--- src/rtl/mdu_pkg.sv ---
`default_nettype none
// ============================================================================
// Module   : mdu_pkg
// Purpose  : Shared op-codes, FSM state type and width default for the
//            iterative multiply/divide unit.
// Revision : 1.0 - initial release
// ============================================================================
package mdu_pkg;

  localparam int XLEN_DEFAULT = 32;

  localparam logic [4:0] OP_MUL    = 5'b01000;
  localparam logic [4:0] OP_MULH   = 5'b01001;
  localparam logic [4:0] OP_MULHSU = 5'b01010;
  localparam logic [4:0] OP_MULHU  = 5'b01011;
  localparam logic [4:0] OP_DIV    = 5'b01100;
  localparam logic [4:0] OP_DIVU   = 5'b01101;
  localparam logic [4:0] OP_REM    = 5'b01110;
  localparam logic [4:0] OP_REMU   = 5'b01111;

  typedef enum logic [1:0] {
    ST_IDLE = 2'd0,
    ST_CALC = 2'd1,
    ST_DONE = 2'd2
  } state_t;

  // Any code in the 01xxx group is an M-extension op.
  function automatic logic is_mop(input logic [4:0] sel);
    return (sel & 5'b11000) == 5'b01000;
  endfunction

  // Divide-family ops (DIV/DIVU/REM/REMU) have bit 2 set inside the group.
  function automatic logic is_div_op(input logic [4:0] sel);
    return is_mop(sel) && sel[2];
  endfunction

  // rs1 is interpreted as two's complement.
  function automatic logic a_signed(input logic [4:0] sel);
    return (sel == OP_MUL) || (sel == OP_MULH) || (sel == OP_MULHSU) ||
           (sel == OP_DIV) || (sel == OP_REM);
  endfunction

  // rs2 is interpreted as two's complement.
  function automatic logic b_signed(input logic [4:0] sel);
    return (sel == OP_MUL) || (sel == OP_MULH) ||
           (sel == OP_DIV) || (sel == OP_REM);
  endfunction

endpackage
`default_nettype wire

--- src/rtl/mdu_sequencer_if.sv ---
`default_nettype none
// ============================================================================
// Module   : mdu_sequencer_if
// Purpose  : Request/result bundle between the pipeline and the MDU.
// Revision : 1.0 - initial release
// ============================================================================
interface mdu_sequencer_if
  import mdu_pkg::*;
#(
  parameter int XLEN = XLEN_DEFAULT
);
  logic            i_start;
  logic [4:0]      i_select;
  logic [XLEN-1:0] i_data1;
  logic [XLEN-1:0] i_data2;
  logic            i_flush;
  logic            o_busy;
  logic            o_result_valid;
  logic [XLEN-1:0] o_result;

  modport master (
    output i_start, i_select, i_data1, i_data2, i_flush,
    input  o_busy, o_result_valid, o_result
  );

  modport slave (
    input  i_start, i_select, i_data1, i_data2, i_flush,
    output o_busy, o_result_valid, o_result
  );
endinterface
`default_nettype wire

--- src/rtl/mdu_iter_core.sv ---
`default_nettype none
// ============================================================================
// Module   : mdu_iter_core
// Purpose  : One-bit-per-cycle datapath on unsigned magnitudes. A single
//            2*XLEN accumulator serves both shift-add multiply
//            ({product_hi, multiplier}) and restoring divide
//            ({partial_remainder, dividend/quotient}).
// Revision : 1.0 - initial release
// ============================================================================
module mdu_iter_core #(
  parameter int XLEN = 32
) (
  input  wire logic              clk,
  input  wire logic              rst_n,
  input  wire logic              i_load,
  input  wire logic              i_step,
  input  wire logic              i_is_div,
  input  wire logic [XLEN-1:0]   i_init,
  input  wire logic [XLEN-1:0]   i_opnd,
  output logic      [2*XLEN-1:0] o_acc_next
);

  logic [2*XLEN-1:0] r_acc;
  logic [2*XLEN-1:0] w_acc_next;
  logic [XLEN:0]     w_sum;
  logic [XLEN+1:0]   w_diff;

  // One iteration: conditional add + right shift, or trial subtract + left shift.
  always_comb begin
    w_sum  = {1'b0, r_acc[2*XLEN-1:XLEN]} + {1'b0, i_opnd};
    w_diff = {1'b0, r_acc[2*XLEN-1:XLEN-1]} - {2'b00, i_opnd};
    w_acc_next = r_acc;
    if (i_is_div) begin
      // Top two bits are 00 when the shifted remainder covers the divisor, 11 on borrow.
      if (w_diff[XLEN+1:XLEN] == 2'b00) begin
        w_acc_next = {w_diff[XLEN-1:0], r_acc[XLEN-2:0], 1'b1};
      end else begin
        w_acc_next = {r_acc[2*XLEN-2:0], 1'b0};
      end
    end else if (r_acc[0]) begin
      w_acc_next = {w_sum, r_acc[XLEN-1:1]};
    end else begin
      w_acc_next = {1'b0, r_acc[2*XLEN-1:1]};
    end
  end

  assign o_acc_next = w_acc_next;

  // Accumulator: seeded at accept, advanced once per CALC cycle.
  always_ff @(posedge clk) begin
    if (!rst_n) begin
      r_acc <= '0;
    end else if (i_load) begin
      r_acc <= {{XLEN{1'b0}}, i_init};
    end else if (i_step) begin
      r_acc <= w_acc_next;
    end
  end

endmodule
`default_nettype wire

--- src/rtl/mdu_sequencer.sv ---
`default_nettype none
// ============================================================================
// Module   : mdu_sequencer
// Purpose  : Iterative RV M-extension unit: IDLE/CALC/DONE control, cycle
//            counter, divide special cases and final sign correction around
//            the unsigned mdu_iter_core datapath.
// Revision : 1.0 - initial release
// ============================================================================
module mdu_sequencer
  import mdu_pkg::*;
#(
  parameter int XLEN = XLEN_DEFAULT
) (
  input wire logic        clk,
  input wire logic        rst_n,
  mdu_sequencer_if.slave  bus
);

  localparam int              C_CW       = $clog2(XLEN);
  localparam logic [C_CW-1:0] C_CNT_LAST = C_CW'(XLEN - 1);
  localparam logic [XLEN-1:0] C_MIN_INT  = {1'b1, {(XLEN-1){1'b0}}};

  state_t            r_state;
  state_t            w_state_nxt;
  logic [C_CW-1:0]   r_cnt;
  logic [4:0]        r_sel;
  logic [XLEN-1:0]   r_d1;
  logic [XLEN-1:0]   r_d2;
  logic [XLEN-1:0]   r_result;
  logic              r_busy;
  logic              r_valid;

  logic              w_accept;
  logic              w_in_sa;
  logic              w_in_sb;
  logic [XLEN-1:0]   w_init;
  logic              w_div_zero;
  logic              w_ovf;
  logic              w_special;
  logic [XLEN-1:0]   w_spec_result;
  logic              w_sa;
  logic              w_sb;
  logic [XLEN-1:0]   w_mag1;
  logic [XLEN-1:0]   w_mag2;
  logic              w_is_div;
  logic [XLEN-1:0]   w_opnd;
  logic              w_last;
  logic [2*XLEN-1:0] w_acc_next;
  logic [2*XLEN-1:0] w_prod_fix;
  logic [XLEN-1:0]   w_quot;
  logic [XLEN-1:0]   w_rem;
  logic [XLEN-1:0]   w_calc_result;

  // Request decode: acceptance, special-case detection and seed magnitude.
  always_comb begin
    w_accept   = (r_state == ST_IDLE) && bus.i_start && !bus.i_flush && is_mop(bus.i_select);
    w_in_sa    = a_signed(bus.i_select) & bus.i_data1[XLEN-1];
    w_in_sb    = b_signed(bus.i_select) & bus.i_data2[XLEN-1];
    // Multiply seeds the multiplier (rs2); divide seeds the dividend (rs1).
    w_init     = is_div_op(bus.i_select) ? (w_in_sa ? -bus.i_data1 : bus.i_data1)
                                         : (w_in_sb ? -bus.i_data2 : bus.i_data2);
    w_div_zero = is_div_op(bus.i_select) && (bus.i_data2 == '0);
    w_ovf      = ((bus.i_select == OP_DIV) || (bus.i_select == OP_REM)) &&
                 (bus.i_data1 == C_MIN_INT) && (bus.i_data2 == '1);
    w_special  = w_div_zero | w_ovf;
    w_spec_result = '0;
    if (w_div_zero) begin
      w_spec_result = ((bus.i_select == OP_DIV) || (bus.i_select == OP_DIVU)) ? '1 : bus.i_data1;
    end else if (bus.i_select == OP_DIV) begin
      w_spec_result = C_MIN_INT;
    end
  end

  // Held-op view: operand magnitudes feeding the core and sign correction of its output.
  always_comb begin
    w_sa       = a_signed(r_sel) & r_d1[XLEN-1];
    w_sb       = b_signed(r_sel) & r_d2[XLEN-1];
    w_mag1     = w_sa ? -r_d1 : r_d1;
    w_mag2     = w_sb ? -r_d2 : r_d2;
    w_is_div   = is_div_op(r_sel);
    w_opnd     = w_is_div ? w_mag2 : w_mag1;
    w_last     = (r_state == ST_CALC) && (r_cnt == C_CNT_LAST);
    w_prod_fix = (w_sa ^ w_sb) ? -w_acc_next : w_acc_next;
    w_quot     = (w_sa ^ w_sb) ? -w_acc_next[XLEN-1:0] : w_acc_next[XLEN-1:0];
    w_rem      = w_sa ? -w_acc_next[2*XLEN-1:XLEN] : w_acc_next[2*XLEN-1:XLEN];
    case (r_sel)
      OP_MUL:                        w_calc_result = w_prod_fix[XLEN-1:0];
      OP_MULH, OP_MULHSU, OP_MULHU:  w_calc_result = w_prod_fix[2*XLEN-1:XLEN];
      OP_DIV, OP_DIVU:               w_calc_result = w_quot;
      OP_REM, OP_REMU:               w_calc_result = w_rem;
      default:                       w_calc_result = '0;
    endcase
  end

  mdu_iter_core #(.XLEN(XLEN)) u_core (
    .clk        (clk),
    .rst_n      (rst_n),
    .i_load     (w_accept),
    .i_step     (r_state == ST_CALC),
    .i_is_div   (w_is_div),
    .i_init     (w_init),
    .i_opnd     (w_opnd),
    .o_acc_next (w_acc_next)
  );

  // Next-state logic; flush overrides every transition.
  always_comb begin
    w_state_nxt = r_state;
    case (r_state)
      ST_IDLE: if (w_accept) w_state_nxt = w_special ? ST_DONE : ST_CALC;
      ST_CALC: if (r_cnt == C_CNT_LAST) w_state_nxt = ST_DONE;
      ST_DONE: w_state_nxt = ST_IDLE;
      default: w_state_nxt = ST_IDLE;
    endcase
    if (bus.i_flush) w_state_nxt = ST_IDLE;
  end

  // State register with registered busy/valid derived from the next state.
  always_ff @(posedge clk) begin
    if (!rst_n) begin
      r_state <= ST_IDLE;
      r_busy  <= 1'b0;
      r_valid <= 1'b0;
    end else begin
      r_state <= w_state_nxt;
      r_busy  <= (w_state_nxt != ST_IDLE);
      r_valid <= (w_state_nxt == ST_DONE);
    end
  end

  // Operand latches and iteration counter.
  always_ff @(posedge clk) begin
    if (!rst_n) begin
      r_cnt <= '0;
      r_sel <= '0;
      r_d1  <= '0;
      r_d2  <= '0;
    end else if (w_accept) begin
      r_cnt <= '0;
      r_sel <= bus.i_select;
      r_d1  <= bus.i_data1;
      r_d2  <= bus.i_data2;
    end else if (r_state == ST_CALC) begin
      r_cnt <= r_cnt + 1'b1;
    end
  end

  // Result register: written only on entry to DONE, so it holds between ops.
  always_ff @(posedge clk) begin
    if (!rst_n) begin
      r_result <= '0;
    end else if (w_accept && w_special) begin
      r_result <= w_spec_result;
    end else if (w_last && !bus.i_flush) begin
      r_result <= w_calc_result;
    end
  end

  assign bus.o_busy         = r_busy;
  assign bus.o_result_valid = r_valid;
  assign bus.o_result       = r_result;

endmodule
`default_nettype wire
--- src/flat_wrapper.sv ---
// flat-port wrapper written by rule: the top's interface ports become plain ports
module mdu_sequencer_flat import mdu_pkg::*;
#(
  parameter int XLEN = XLEN_DEFAULT
)
  (clk, rst_n, bus_i_start, bus_i_select, bus_i_data1, bus_i_data2, bus_i_flush, bus_o_busy, bus_o_result_valid, bus_o_result);
  mdu_sequencer_if #(.XLEN(XLEN)) bus_i ();
  input wire logic clk;
  input wire logic rst_n;
  input wire logic [$bits(bus_i.i_start)-1:0] bus_i_start;
  input wire logic [$bits(bus_i.i_select)-1:0] bus_i_select;
  input wire logic [$bits(bus_i.i_data1)-1:0] bus_i_data1;
  input wire logic [$bits(bus_i.i_data2)-1:0] bus_i_data2;
  input wire logic [$bits(bus_i.i_flush)-1:0] bus_i_flush;
  output wire logic [$bits(bus_i.o_busy)-1:0] bus_o_busy;
  output wire logic [$bits(bus_i.o_result_valid)-1:0] bus_o_result_valid;
  output wire logic [$bits(bus_i.o_result)-1:0] bus_o_result;
  assign bus_i.i_start = bus_i_start;
  assign bus_i.i_select = bus_i_select;
  assign bus_i.i_data1 = bus_i_data1;
  assign bus_i.i_data2 = bus_i_data2;
  assign bus_i.i_flush = bus_i_flush;
  assign bus_o_busy = bus_i.o_busy;
  assign bus_o_result_valid = bus_i.o_result_valid;
  assign bus_o_result = bus_i.o_result;
  mdu_sequencer #(.XLEN(XLEN)) u_core (.clk(clk), .rst_n(rst_n), .bus(bus_i));
endmodule
--- config.mk ---
export PLATFORM = sky130hd
export DESIGN_NAME = mdu_sequencer_flat
export DESIGN_NICKNAME = d
export VERILOG_FILES = /design/src/rtl/mdu_pkg.sv /design/src/rtl/mdu_sequencer_if.sv /design/src/rtl/mdu_iter_core.sv /design/src/rtl/mdu_sequencer.sv /design/src/flat_wrapper.sv
export SDC_FILE = /design/constraint.sdc
export NUM_CORES = 1
export LEC_CHECK = 0
export BUFFER_PORTS_ARGS = -buffer_cell sky130_fd_sc_hd__buf_2
export CAP_MARGIN = 20
export CORE_MARGIN = 3
export CORE_UTILIZATION = 57
export CTS_BUF_LIST = sky130_fd_sc_hd__clkbuf_16
export DETAILED_ROUTE_END_ITERATION = 10
export PLACE_DENSITY_LB_ADDON = 0.1
export SYNTH_ARGS = -nofsm -noshare
export SYNTH_HDL_FRONTEND = slang
export SYNTH_HIERARCHICAL = 1
export SYNTH_SLANG_ARGS = --single-unit
--- constraint.sdc ---
create_clock -name clk -period 15.3 [get_ports clk]
set_clock_uncertainty 0.05 [all_clocks]
set_input_delay 3.06 -clock clk [delete_from_list [all_inputs] [get_ports clk]]
set_output_delay 3.06 -clock clk [all_outputs]
set_load 0.05 [all_outputs]
**Yosys cells after proc, flatten, opt, wreduce, memory -nomap -nowiden**

Cells that the tools add are included.

- Logic and storage cells: 109
- Output and inout bits: 34
- Bits of input ports: 73
- Bits in registers: 174

- Equality and inequality tests: 21
- Muxes and demuxes: 25
- Add/sub/neg operators: 10
- Bitwise operators: 7
- Reduce and logical (&&, ||, !) cells: 36

Operator list:

| kind | number |
|---|---|
| 2-to-1 mux 32 bit | 15 |
| 2-to-1 mux 64 bit | 4 |
| negator 32 bit | 6 |
| case mux 32 bit (4 select lines) | 1 |
| equality test 5 x 4 -> 1 bit (second input constant) | 14 |
| equality test 32 bit (second input constant) | 2 |
| negator 64 bit | 1 |
| subtractor 33 x 32 -> 34 bit | 1 |
| adder 32 x 32 -> 33 bit | 1 |
| zero test 32 bit | 1 |
| logical OR 1 bit | 14 |
| logical AND 1 bit | 11 |
| 2-to-1 mux 2 bit | 4 |
| equality test 2 x 1 -> 1 bit (second input constant) | 3 |
| nonzero test 2 bit | 3 |
| OR reduction 2 bit | 3 |
| adder 5 x 1 -> 5 bit (second input constant) | 1 |
| equality test 5 bit (second input constant) | 1 |
| AND 1 bit | 4 |
| zero test 2 bit | 2 |
| case mux 2 bit (2 select lines) | 1 |
| OR reduction 3 bit | 1 |
| equality test 2 bit (second input constant) | 1 |
| zero test 1 bit | 1 |
| 3 further kinds | 3 |

**Longest topological paths before layout**

Gate-level depths: netlist (run 1).

- Word-level depth: 17
- Gate-level depth with buffers: 35
- Gate-level depth less buffers: 31

**Cells and area by module**

The synthesis (run 1) kept the hierarchy.

Modules (own cells, without submodules):

| module | cells an instance | area an instance (um^2) | times used | seq. area each (um^2) |
|---|---|---|---|---|
| mdu_sequencer | 1,537 | 10,134.7 | 1 | 2,202.1 |
| mdu_iter_core | 1,097 | 7,832.5 | 1 | 1,281.2 |

**Worst setup path after synthesis (run 1)**

OpenSTA, ideal clock, no wires.

- Path kind: reg-to-reg
- Start: register u_core.r_sel[2]
- End: register u_core.r_result[24] (netlist: u_core/bus.o_result[24])
- Setup time: 125 ps
- Arrival time: 6,659 ps
- Data required time: 15,125 ps
- Slack: 8,465 ps
- Cell stages (with the launch flop): 34
- Cell sequence: dfxtp_1 clkbuf_1 o21ai_1 and3_1 clkbuf_1 clkbuf_1 clkbuf_1 o31ai_1 xor2_1 a21oi_1 inv_1 ha_1 buf_2 nand4_1 or3_1 a211o_1 a31oi_1 o211ai_1 a221o_1 and2_1 buf_6 buf_6 a211oi_1 nor2_1 inv_1 ha_1 nor3b_1 nand4_1 nor4_1 o21ai_0 a21oi_1 nor3_1 o21ai_0 a31oi_1

- Longest elaborated chain between the ends: 17
- Elaborated cells between the ends (all ways): 39
- Classes of those cells: add/sub (5); eq/ne (8); mux (12); bitwise (3); reduce/logical (11)

Ends and longest elaborated chain:

| what | line | RTL |
|---|---|---|
| start: declaration | mdu_sequencer.sv:26 | `logic [4:0] r_sel;` |
| start signal: assignment | mdu_sequencer.sv:140 | `r_sel <= bus.i_select;` |
| equality test 5 x 4 -> 1 bit | mdu_pkg.sv:39, mdu_pkg.sv:45 |  |
| logical OR 1 bit | mdu_pkg.sv:39, mdu_pkg.sv:45 |  |
| logical OR 1 bit (2 in a row) | mdu_pkg.sv:39 | `return (sel == OP_MUL) \|\| (sel == OP_MULH) \|\| (sel == OP_MULHSU) \|\|` |
| logical OR 1 bit | mdu_pkg.sv:40 | `(sel == OP_DIV) \|\| (sel == OP_REM);` |
| AND 1 bit | mdu_sequencer.sv:76 | `w_sa = a_signed(r_sel) & r_d1[XLEN-1];` |
| 2-to-1 mux 32 bit | mdu_sequencer.sv:78 | `w_mag1 = w_sa ? -r_d1 : r_d1;` |
| 2-to-1 mux 32 bit (*) | mdu_sequencer.sv:81 | `w_opnd = w_is_div ? w_mag2 : w_mag1;` |
| via u_core.w_opnd[12] | mdu_sequencer.sv:46 | `logic [XLEN-1:0] w_opnd;` |
| [... 2 more ...] | - |  |
| 2-to-1 mux 64 bit (*) | mdu_iter_core.sv:35 | `if (w_diff[XLEN+1:XLEN] == 2'b00) begin` |
| 2-to-1 mux 64 bit (*) | mdu_iter_core.sv:33 | `if (i_is_div) begin` |
| via u_core.w_acc_next[33] | mdu_sequencer.sv:48 | `logic [2*XLEN-1:0] w_acc_next;` |
| negator 64 bit or negator 32 bit (tied branches) | mdu_sequencer.sv:83, mdu_sequencer.sv:85 |  |
| 2-to-1 mux 64 bit or 2-to-1 mux 32 bit (tied branches) | mdu_sequencer.sv:83, mdu_sequencer.sv:85 |  |
| case mux 32 bit (4 select lines) (*) | mdu_sequencer.sv:86 | `case (r_sel)` |
| 2-to-1 mux 32 bit (*) | mdu_sequencer.sv:154 | `end else if (w_last && !bus.i_flush) begin` |
| 2-to-1 mux 32 bit (*) | mdu_sequencer.sv:152 | `end else if (w_accept && w_special) begin` |
| end signal: assignment | mdu_sequencer.sv:153 | `r_result <= w_spec_result;` |
| end signal: assignment | mdu_sequencer.sv:155 | `r_result <= w_calc_result;` |
| end: declaration | mdu_sequencer.sv:29 | `logic [XLEN-1:0] r_result;` |

The timed path passes the listed nets; every way through them passes the cells marked *. The select of a mux whose other input is x is not followed.
A chain may end at the register's enable or synchronous reset.

**Worst setup path after layout (run 1)**

- Start: register u_core.r_d2[0]
- End: register u_core.r_result[2] (netlist: u_core/bus.o_result[2])

- Longest elaborated chain between the ends: 12
- Elaborated cells between the ends (all ways): 18
- Classes of those cells: add/sub (6); mux (11); reduce/logical (1)

Ends and longest elaborated chain:

| what | line | RTL |
|---|---|---|
| start: declaration | mdu_sequencer.sv:28 | `logic [XLEN-1:0] r_d2;` |
| start signal: assignment | mdu_sequencer.sv:142 | `r_d2 <= bus.i_data2;` |
| negator 32 bit (*) | mdu_sequencer.sv:79 | `w_mag2 = w_sb ? -r_d2 : r_d2;` |
| 2-to-1 mux 32 bit (*) | mdu_sequencer.sv:79 |  |
| 2-to-1 mux 32 bit (*) | mdu_sequencer.sv:81 |  |
| via u_core.w_opnd[30] | mdu_sequencer.sv:46 |  |
| subtractor 33 x 32 -> 34 bit (*) | mdu_iter_core.sv:31 | `w_diff = {1'b0, r_acc[2*XLEN-1:XLEN-1]} - {2'b00, i_opnd};` |
| zero test 2 bit (*) | mdu_iter_core.sv:35 |  |
| 2-to-1 mux 64 bit (*) | mdu_iter_core.sv:35 |  |
| 2-to-1 mux 64 bit (*) | mdu_iter_core.sv:33 |  |
| via u_core.w_acc_next[0] | mdu_sequencer.sv:48 |  |
| negator 64 bit or negator 32 bit (tied branches) | mdu_sequencer.sv:83, mdu_sequencer.sv:84 |  |
| 2-to-1 mux 64 bit or 2-to-1 mux 32 bit (tied branches) | mdu_sequencer.sv:83, mdu_sequencer.sv:84 |  |
| case mux 32 bit (4 select lines) (*) | mdu_sequencer.sv:86 |  |
| 2-to-1 mux 32 bit (*) | mdu_sequencer.sv:154 |  |
| 2-to-1 mux 32 bit (*) | mdu_sequencer.sv:152 |  |

Marks and branches as above.

==> impl_results.md, run 1 <==
* Count of unresolved DRC violations after routing at 0
* Antenna violations before repair at 1
* Register area share after synthesis at 19.4%
* Hold bufs inserted after CTS at 0
* Fin. max-slew vios at 0
* Area share of the largest cell type after synthesis at between 15 and 20%
* Category of the worst setup path capture point: register
* Highest fanout seen on the critical path at 34
* Pin count of the biggest net entering global routing at 90
* Buffers inserted by post-CTS timing repair at 0
* Total length of routed wires at ~73000 um
* Unique masters post-synth at 81
* Worst slew margin at a little under a fifth
* X dimension of the die at 184 um
* Final setup vio count at 0
* Required time reported for the critical path endpoint at 15.64 ns
* Highest ir drop seen on vdd at 90.2 uV
* TritonCTS Sinks at approximately 170
* Resized Gates After CTS at 0
* Number of instances in the synthesized netlist at roughly 2600
* Largest cells by area after synthesis: dfxtp_1 19%, nand2_1 7.4%, a21oi_1 7.2%
* Detailed-route via count at about 21000
* Max_cap viols at 0
* Number of warnings issued by yosys at 6
* Most used DFF post-synth: dfxtp_1
* Fmax at around 0.11 GHz
* Via count of the first global-routing pass at 18600
* Number of input and output port buffers inserted at roughly 110
* Fraction of layout cells with a size suffix above 1 at ~9.0%
* Core region area at 30800 sq um
* Most area-hungry cell type in the Yosys netlist: dfxtp_1
* Effective utilization at floorplan at 58.3%
* Placer congestion estimate at between 1 and 1.5
* Post-layout utilization of the core at approximately three fifths
* Worst min path class: register to register
* Share of synthesized registers carrying an async set or reset at 0%
* Detailed Place HPWL at approximately 55000 um
* Final cell count without fillers at about 3000
* Library cell used as clock root buffer: clkbuf_16
* RSZ-0062 raised after global routing: no
* Standby leakage power at ~7.3 nW
* Pre-antenna DRT Iters at 6
* Row count at 64
* Top Ports at ~110
* Part of the cycle the worst path needs at roughly three fifths
* Final Hold Fails at 0
* Average detailed-routed wire length per instance at 24.2 um
* Number of nets in the layout at 2739
* Result of the run: finished clean
* Mapped Nets at approximately 2800
* Overall Global Routing Usage at 41.7%
* Maximum clock path buffer count at 2
* Clock slew at the register clock pins of the worst setup and hold paths at roughly 0.080 ns
* H-tree level count at 4
* Synthesis-stage register bit count at about 170
* Inserted Clock Buffers at 17
* Launching element type of the critical path: register
* Global-route wire length before repair at around 110000 um
* Power Dens Cells at approximately 65 nW/um^2
* CP Class: register to register
* Total standard cell area after synthesis at around 18000 sq um
* Mean cell area of the mapped netlist at around 6.8 sq um
* Total grt overflow at 0
* Slowest stage cell on the critical path: nand3_1
* Remaining number of nets flagged by the antenna check after routing at 0
* Slew of the pin with the lowest slew margin at 1.21 ns
* Die Y at about 180 um
* Die ar. at 33700 sq um
* Detailed router's first-iteration violation count at about 3000
* Minimum clock period after layout at just over 9 ns
* Critical path data arrival time at between 9 and 10 ns
* TritonCTS clock tree: built
* Number of enable-type register cells in the synthesized netlist at 0
* Final sum of negative setup slack at 0 ns
* Layout overhead on the synthesized area at 6.06%
* Clock latency of the later-clocked register in the worst-skew pair at between 0.4 and 0.5 ns
* Slowest Stage Delay on Critical Path at approximately 0.67 ns
* Vias per inst at approximately 6.9
* Number of placed instances with taps included at roughly 3000
## worst max-delay path, delay by kind of cell (launching register included)
family	cells	cell delay (ns)
flip-flops	1	0.35
adder cells (fa/ha/maj)	3	0.73
XOR/XNOR	1	0.12
AO/OA/AOI/OAI	12	3.33
buffers and inverters	5	1.08
AND/OR/NAND/NOR	9	3.42
## synth_stat cells, types with 25 or more instances
cell	instances
clkbuf_1	165
a21o_1	32
a211oi_1	45
nor3_1	45
xnor2_1	133
xor2_1	99
nor2_1	266
ha_1	73
nand4_1	35
a21boi_0	34
o31ai_1	36
nand3_1	50
nor4_1	36
dfxtp_1	174
o21ai_0	201
nor2b_1	25
a21oi_1	259
mux2_2	33
a31oi_1	64
nand2_1	353
inv_1	84
or3_1	54
## routing by layer
metal,vias to the layer above,routed length (um),track usage [%],share of wire [%]
li1,9365,-,-,-
met1,9669,29300,56.0,40
met2,1371,30100,61.7,42
met3,259,8470,10.0,12
met4,0,4660,22.5,6.4
met5,-,0,0,0
## where the power goes
| part | switching, mW | total (mW) | internal (mW) |
|---|---|---|---|
| sequential | 0.00830 | 0.468 | 0.460 |
| combinational | 0.215 | 0.310 | 0.0948 |
| clock | 0.230 | 0.467 | 0.237 |
## worst paths after layout
path | to | slack (ns) | cells past startpoint | start
hold reg to reg | u_core/r_d2[31]$_SDFFE_PN0P_ | 0.41 | 2 | u_core/r_d2[31]$_SDFFE_PN0P_
hold / removal | u_core/r_d2[31]$_SDFFE_PN0P_ | 0.41 | 2 | u_core/r_d2[31]$_SDFFE_PN0P_
setup reg to reg | u_core/bus.o_result[2]$_SDFFE_PN0P_ | 6.13 | 30 | u_core/r_d2[0]$_SDFFE_PN0P_
setup / recovery | u_core/bus.o_result[2]$_SDFFE_PN0P_ | 6.13 | 30 | u_core/r_d2[0]$_SDFFE_PN0P_
## placed cells by master (no fill, tap or decap), types with 22 or more instances in the layout
| cell type | count |
|---|---|
| dfxtp_1 | 173 |
| o41ai_1 | 22 |
| a21o_1 | 32 |
| nor3_1 | 44 |
| mux2_2 | 33 |
| nand4_1 | 35 |
| xnor2_1 | 133 |
| buf_4 | 27 |
| nand3_1 | 50 |
| nor4_1 | 36 |
| nor2b_1 | 24 |
| a21oi_1 | 259 |
| a21boi_0 | 34 |
| o31ai_1 | 36 |
| xor2_1 | 99 |
| ha_1 | 73 |
| a31oi_1 | 64 |
| or3_1 | 54 |
| buf_2 | 106 |
| nor2_1 | 266 |
| inv_1 | 84 |
| a211oi_1 | 45 |
| o21ai_0 | 201 |
| nand2_1 | 352 |
## registers in the layout, indices dropped and copies added, names as in the netlist
signal,count
u_core/r_cnt,5
u_core/bus.o_busy,1
u_core/r_d1,32
u_core/r_sel,5
u_core/u_core/r_acc,64
u_core/bus.o_result_valid,1
u_core/bus.o_result,32
u_core/r_d2,32
u_core/r_state,2
## per-stage QoR
step                      hold slack, ns  total power, mW  cell area, sq um  worst slack (ns)
after floorplan                    0.386            0.679             18000              8.47
after global placement             0.396            0.770             18400              6.69
after detailed placement           0.407            0.773             18400              6.53
after CTS                          0.417             1.23             19100              6.48
after global routing               0.461             1.28             19100              5.51
final                              0.413             1.25             19100              6.13
## cell type report
class	instances	area (sq um)
fillers	2983	11800
clock buffers	17	425
multi-input cells	2176	13400
repair buffers	133	733
flip-flops and latches	174	3480
diodes	2	5.00
clock inverters	15	190
well taps	396	495
inverters	89	338
## kinds of logic (layout without fill, tap and decap cells)
logic type               after synthesis  count (layout)  share of synthesized area (%)
AO/OA/AOI/OAI                        860             860                           30.2
XOR/XNOR                             232             232                           11.3
adder cells (fa/ha/maj)               75              75                           5.31
buffers and inverters                284             254                           6.24
flip-flops                           174             174                           19.4
multiplexers                          49              49                           2.96
other                                  0               2                              0
AND/OR/NAND/NOR                      960             960                           24.6
(Power assumes the default switching activity.)
==> inputs of run 2 (changes only) <==
==> constraint.sdc (replaced) <==
create_clock -name clk -period 7.59 [get_ports clk]
set_clock_uncertainty 0.05 [all_clocks]
set_input_delay 1.518 -clock clk [delete_from_list [all_inputs] [get_ports clk]]
set_output_delay 1.518 -clock clk [all_outputs]
set_load 0.05 [all_outputs]
==> run 2 against run 1 <==
Effect of this change:
- global-route usage increased by 0.64 points
- critical path type unchanged
- maximum frequency increased by 26%
- combinational power increased by 120%
- clock power increased by 98%
- wire length increased by 2.4%
- highest routed layer unchanged
- via count increased by 1.8%
- sequential power increased by 100%
- hold slack got worse by 0.0060 ns
- sequential share of layout area decreased by 0.51 points
- cell count increased by 1.8%
- final area increased by 2.9%
==> impl_results.md, run 2 (same netlist as run 1, synthesis figures left out) <==
* Clock latency of the later-clocked register in the worst-skew pair at 0.46 ns (about the same)
* Max_cap viols at 0 (unchanged)
* Inserted Clock Buffers at 17 (unchanged)
* Ant. Diodes at 0 (-2)
* Detailed-route via count at 21000 (+1.8%)
* Layout overhead on the synthesized area at 9.16%
* Top Ports at 107 (unchanged)
* Most frequent CP cell: a21oi_1
* Final Hold Fails at 0 (unchanged)
* Metal1 wirelength at 28300 um (-3.5%)
* Slowest stage cell on the critical path: or4_1
* Highest fanout seen on the critical path at 11 (-68%)
* Fin. max-slew vios at 0 (unchanged)
* Remaining number of nets flagged by the antenna check after routing at 0 (unchanged)
* Pre-antenna DRT Iters at 5 (-1)
* Average detailed-routed wire length per instance at 24.3 um (+0.57%)
* Row count at 64 (unchanged)
* Slew of the pin with the lowest slew margin at 1.20 ns (-0.0121 ns)
* Core region area at 30800 sq um (unchanged)
* Standby leakage power at 7.68 nW (+4.5%)
* Result of the run: finished clean
* Final setup vio count at 0 (unchanged)
* Critical path data arrival time at 7.63 ns (-1.88 ns)
* Vias per inst at 6.88 (about the same)
* Fraction of layout cells with a size suffix above 1 at 12.1% (+3.1 points)
* Slowest Stage Delay on Critical Path at 0.61 ns (-0.06 ns)
* H-tree level count at 4 (unchanged)
* X dimension of the die at 184 um (unchanged)
* Detailed Place HPWL at 56400 um (+2.9%)
* Area occupied by registers at 3490 sq um (about the same)
* Worst slack after detailed placement at 0.0952 ns (-6.44 ns)
* Largest register by flop count: u_core/u_core/r_acc
* Maximum clock path buffer count at 2 (unchanged)
* Detailed router's first-iteration violation count at 3197 (+8.1%)
* Most common cell after layout, fill and taps aside: nand2_1
* Launching element type of the critical path: register
* Design Area, Final at 19600 sq um (+2.9%)
* Power Dens Cells at 131 nW/um^2 (+100%)
* Commonest cells after routing, fill and taps aside: 351 x nand2_1, 265 x nor2_1, 254 x a21oi_1
* Detail Route met3 WL at 8530 um (+0.74%)
* TritonCTS clock tree: built
* Worst setup margin at 0.295 ns (-5.84 ns)
* Highest Signal Layer: met4
* WL met2 at 32200 um (+6.9%)
* Effective utilization at floorplan at 58.3% (unchanged)
* Area post-placement at 18900 sq um (+2.3%)
* Category of the worst setup path capture point: register
* Highest ir drop seen on vdd at 167 uV (+85%)
* Hold wc startpoint: u_core/r_d2[31]$_SDFFE_PN0P_
* Library cell used as clock root buffer: clkbuf_16
* CP Class: register to register
* Total grt overflow at 0 (unchanged)
* Reg2reg setup slack at 0.30 ns (-5.84 ns)
* Die ar. at 33700 sq um (unchanged)
* Die Y at 184 um (unchanged)
* Pin count of the biggest net entering global routing at 93 (+3.3%)
* Reg2reg end: u_core/bus.o_result[7]$_SDFFE_PN0P_
* Hold bufs inserted after CTS at 0 (unchanged)
* Power consumption at 2.56 mW (+110%)
* Minimum clock period after layout at 7.29 ns (-1.87 ns)
* Number of flip-flops under the largest register name at 64 (unchanged)
* Number of input and output port buffers inserted at 106 (unchanged)
* Fillcell total at 2900 (-2.8%)
* Placer congestion estimate at 1.03 (-1.4%)
* Antenna violations before repair at 0 (-1)
* Worst min-delay path endpoint: u_core/r_d2[31]$_SDFFE_PN0P_
* Area occupied by multi-input gates at 13500 sq um (+1.1%)
* Fmax at 0.137 GHz (+26%)
* Total length of routed wires at 74300 um (+2.4%)
* Clock slew at the register clock pins of the worst setup and hold paths at 0.08 ns (about the same)
* Worst slew margin at 19.7% (+1.7 points)
* Post-layout utilization of the core at 63.6% (+1.8 points)
* Part of the cycle the worst path needs at 96.1% (+36 points)
* Worst reg2reg path depth at 28 (-6.7%)
* Number of nets in the layout at 2795 (+2.0%)
* Required time reported for the critical path endpoint at 7.93 ns (-7.71 ns)
* TritonCTS Sinks at 174 (unchanged)
* Depth of the worst hold-timing path at 2 (unchanged)
* Launch point of the critical path: u_core/r_d1[11]$_SDFFE_PN0P_
* Worst min path class: register to register
* Source of the worst register-to-register timing path: u_core/r_d1[11]$_SDFFE_PN0P_
* Overall Global Routing Usage at 42.3% (+0.64 points)
* Via count of the first global-routing pass at 19300 (+3.5%)
* Count of unresolved DRC violations after routing at 0 (unchanged)
* Global-route wire length before repair at 111000 um (+1.3%)
==> run 2: critical path, delay by kind of cell (launching register included) <==
family	cells	cell delay (ns)
fa+ha+maj	1	0.38
compound gates	14	3.03
buf+inv	3	0.46
flops	1	0.35
simple gates	9	2.78
xor+xnor	1	0.16
==> run 2: what timing repair did <==
item / 4_1_cts / 5_1_grt
resized for setup: 0 / 42
endpoints found under the setup margin: 0 / 32
buffers inserted: 0 / 1
==> run 2: routing by layer <==
metal  track usage [%]  vias to the layer above
met5                 0                        -
met2              66.7                     1421
met3              10.3                      303
met1              52.9                     9818
li1                  -                     9490
met4              24.3                        0
==> run 2: power by group <==
group | switching (mW) | internal (mW)
sequential | 0.0192 | 0.927
clock | 0.455 | 0.470
combinational | 0.464 | 0.227
==> run 2: worst max-delay path by stage <==
stage	end	cells past startpoint
floorplan	u_core/bus.o_result[24]$_SDFFE_PN0P_	33
finish	u_core/bus.o_result[7]$_SDFFE_PN0P_	28
detailed placement	u_core/bus.o_result[27]$_SDFFE_PN0P_	29
global placement	u_core/bus.o_result[26]$_SDFFE_PN0P_	32
CTS	u_core/bus.o_result[26]$_SDFFE_PN0P_	32
global route	u_core/bus.o_result[22]$_SDFFE_PN0P_	32
==> run 2: final cells by class <==
| class | count | area share [%] |
|---|---|---|
| clock buffer | 17 | 2.17 |
| clock inverter | 15 | 0.861 |
| inverter | 89 | 1.74 |
| multi-input combinational | 2176 | 69.0 |
| sequential | 174 | 17.8 |
| tap | 396 | 2.53 |
| timing repair buffer | 189 | 5.95 |
==> run 2: metrics by stage <==
stage                     instances  hold slack, ns  TNS, ns
after floorplan                2634           0.386        0
after global placement         3023           0.395        0
after detailed placement       3023           0.402        0
after CTS                      3055           0.413        0
after global routing           3056           0.443  -0.0116
final                          3056           0.407        0
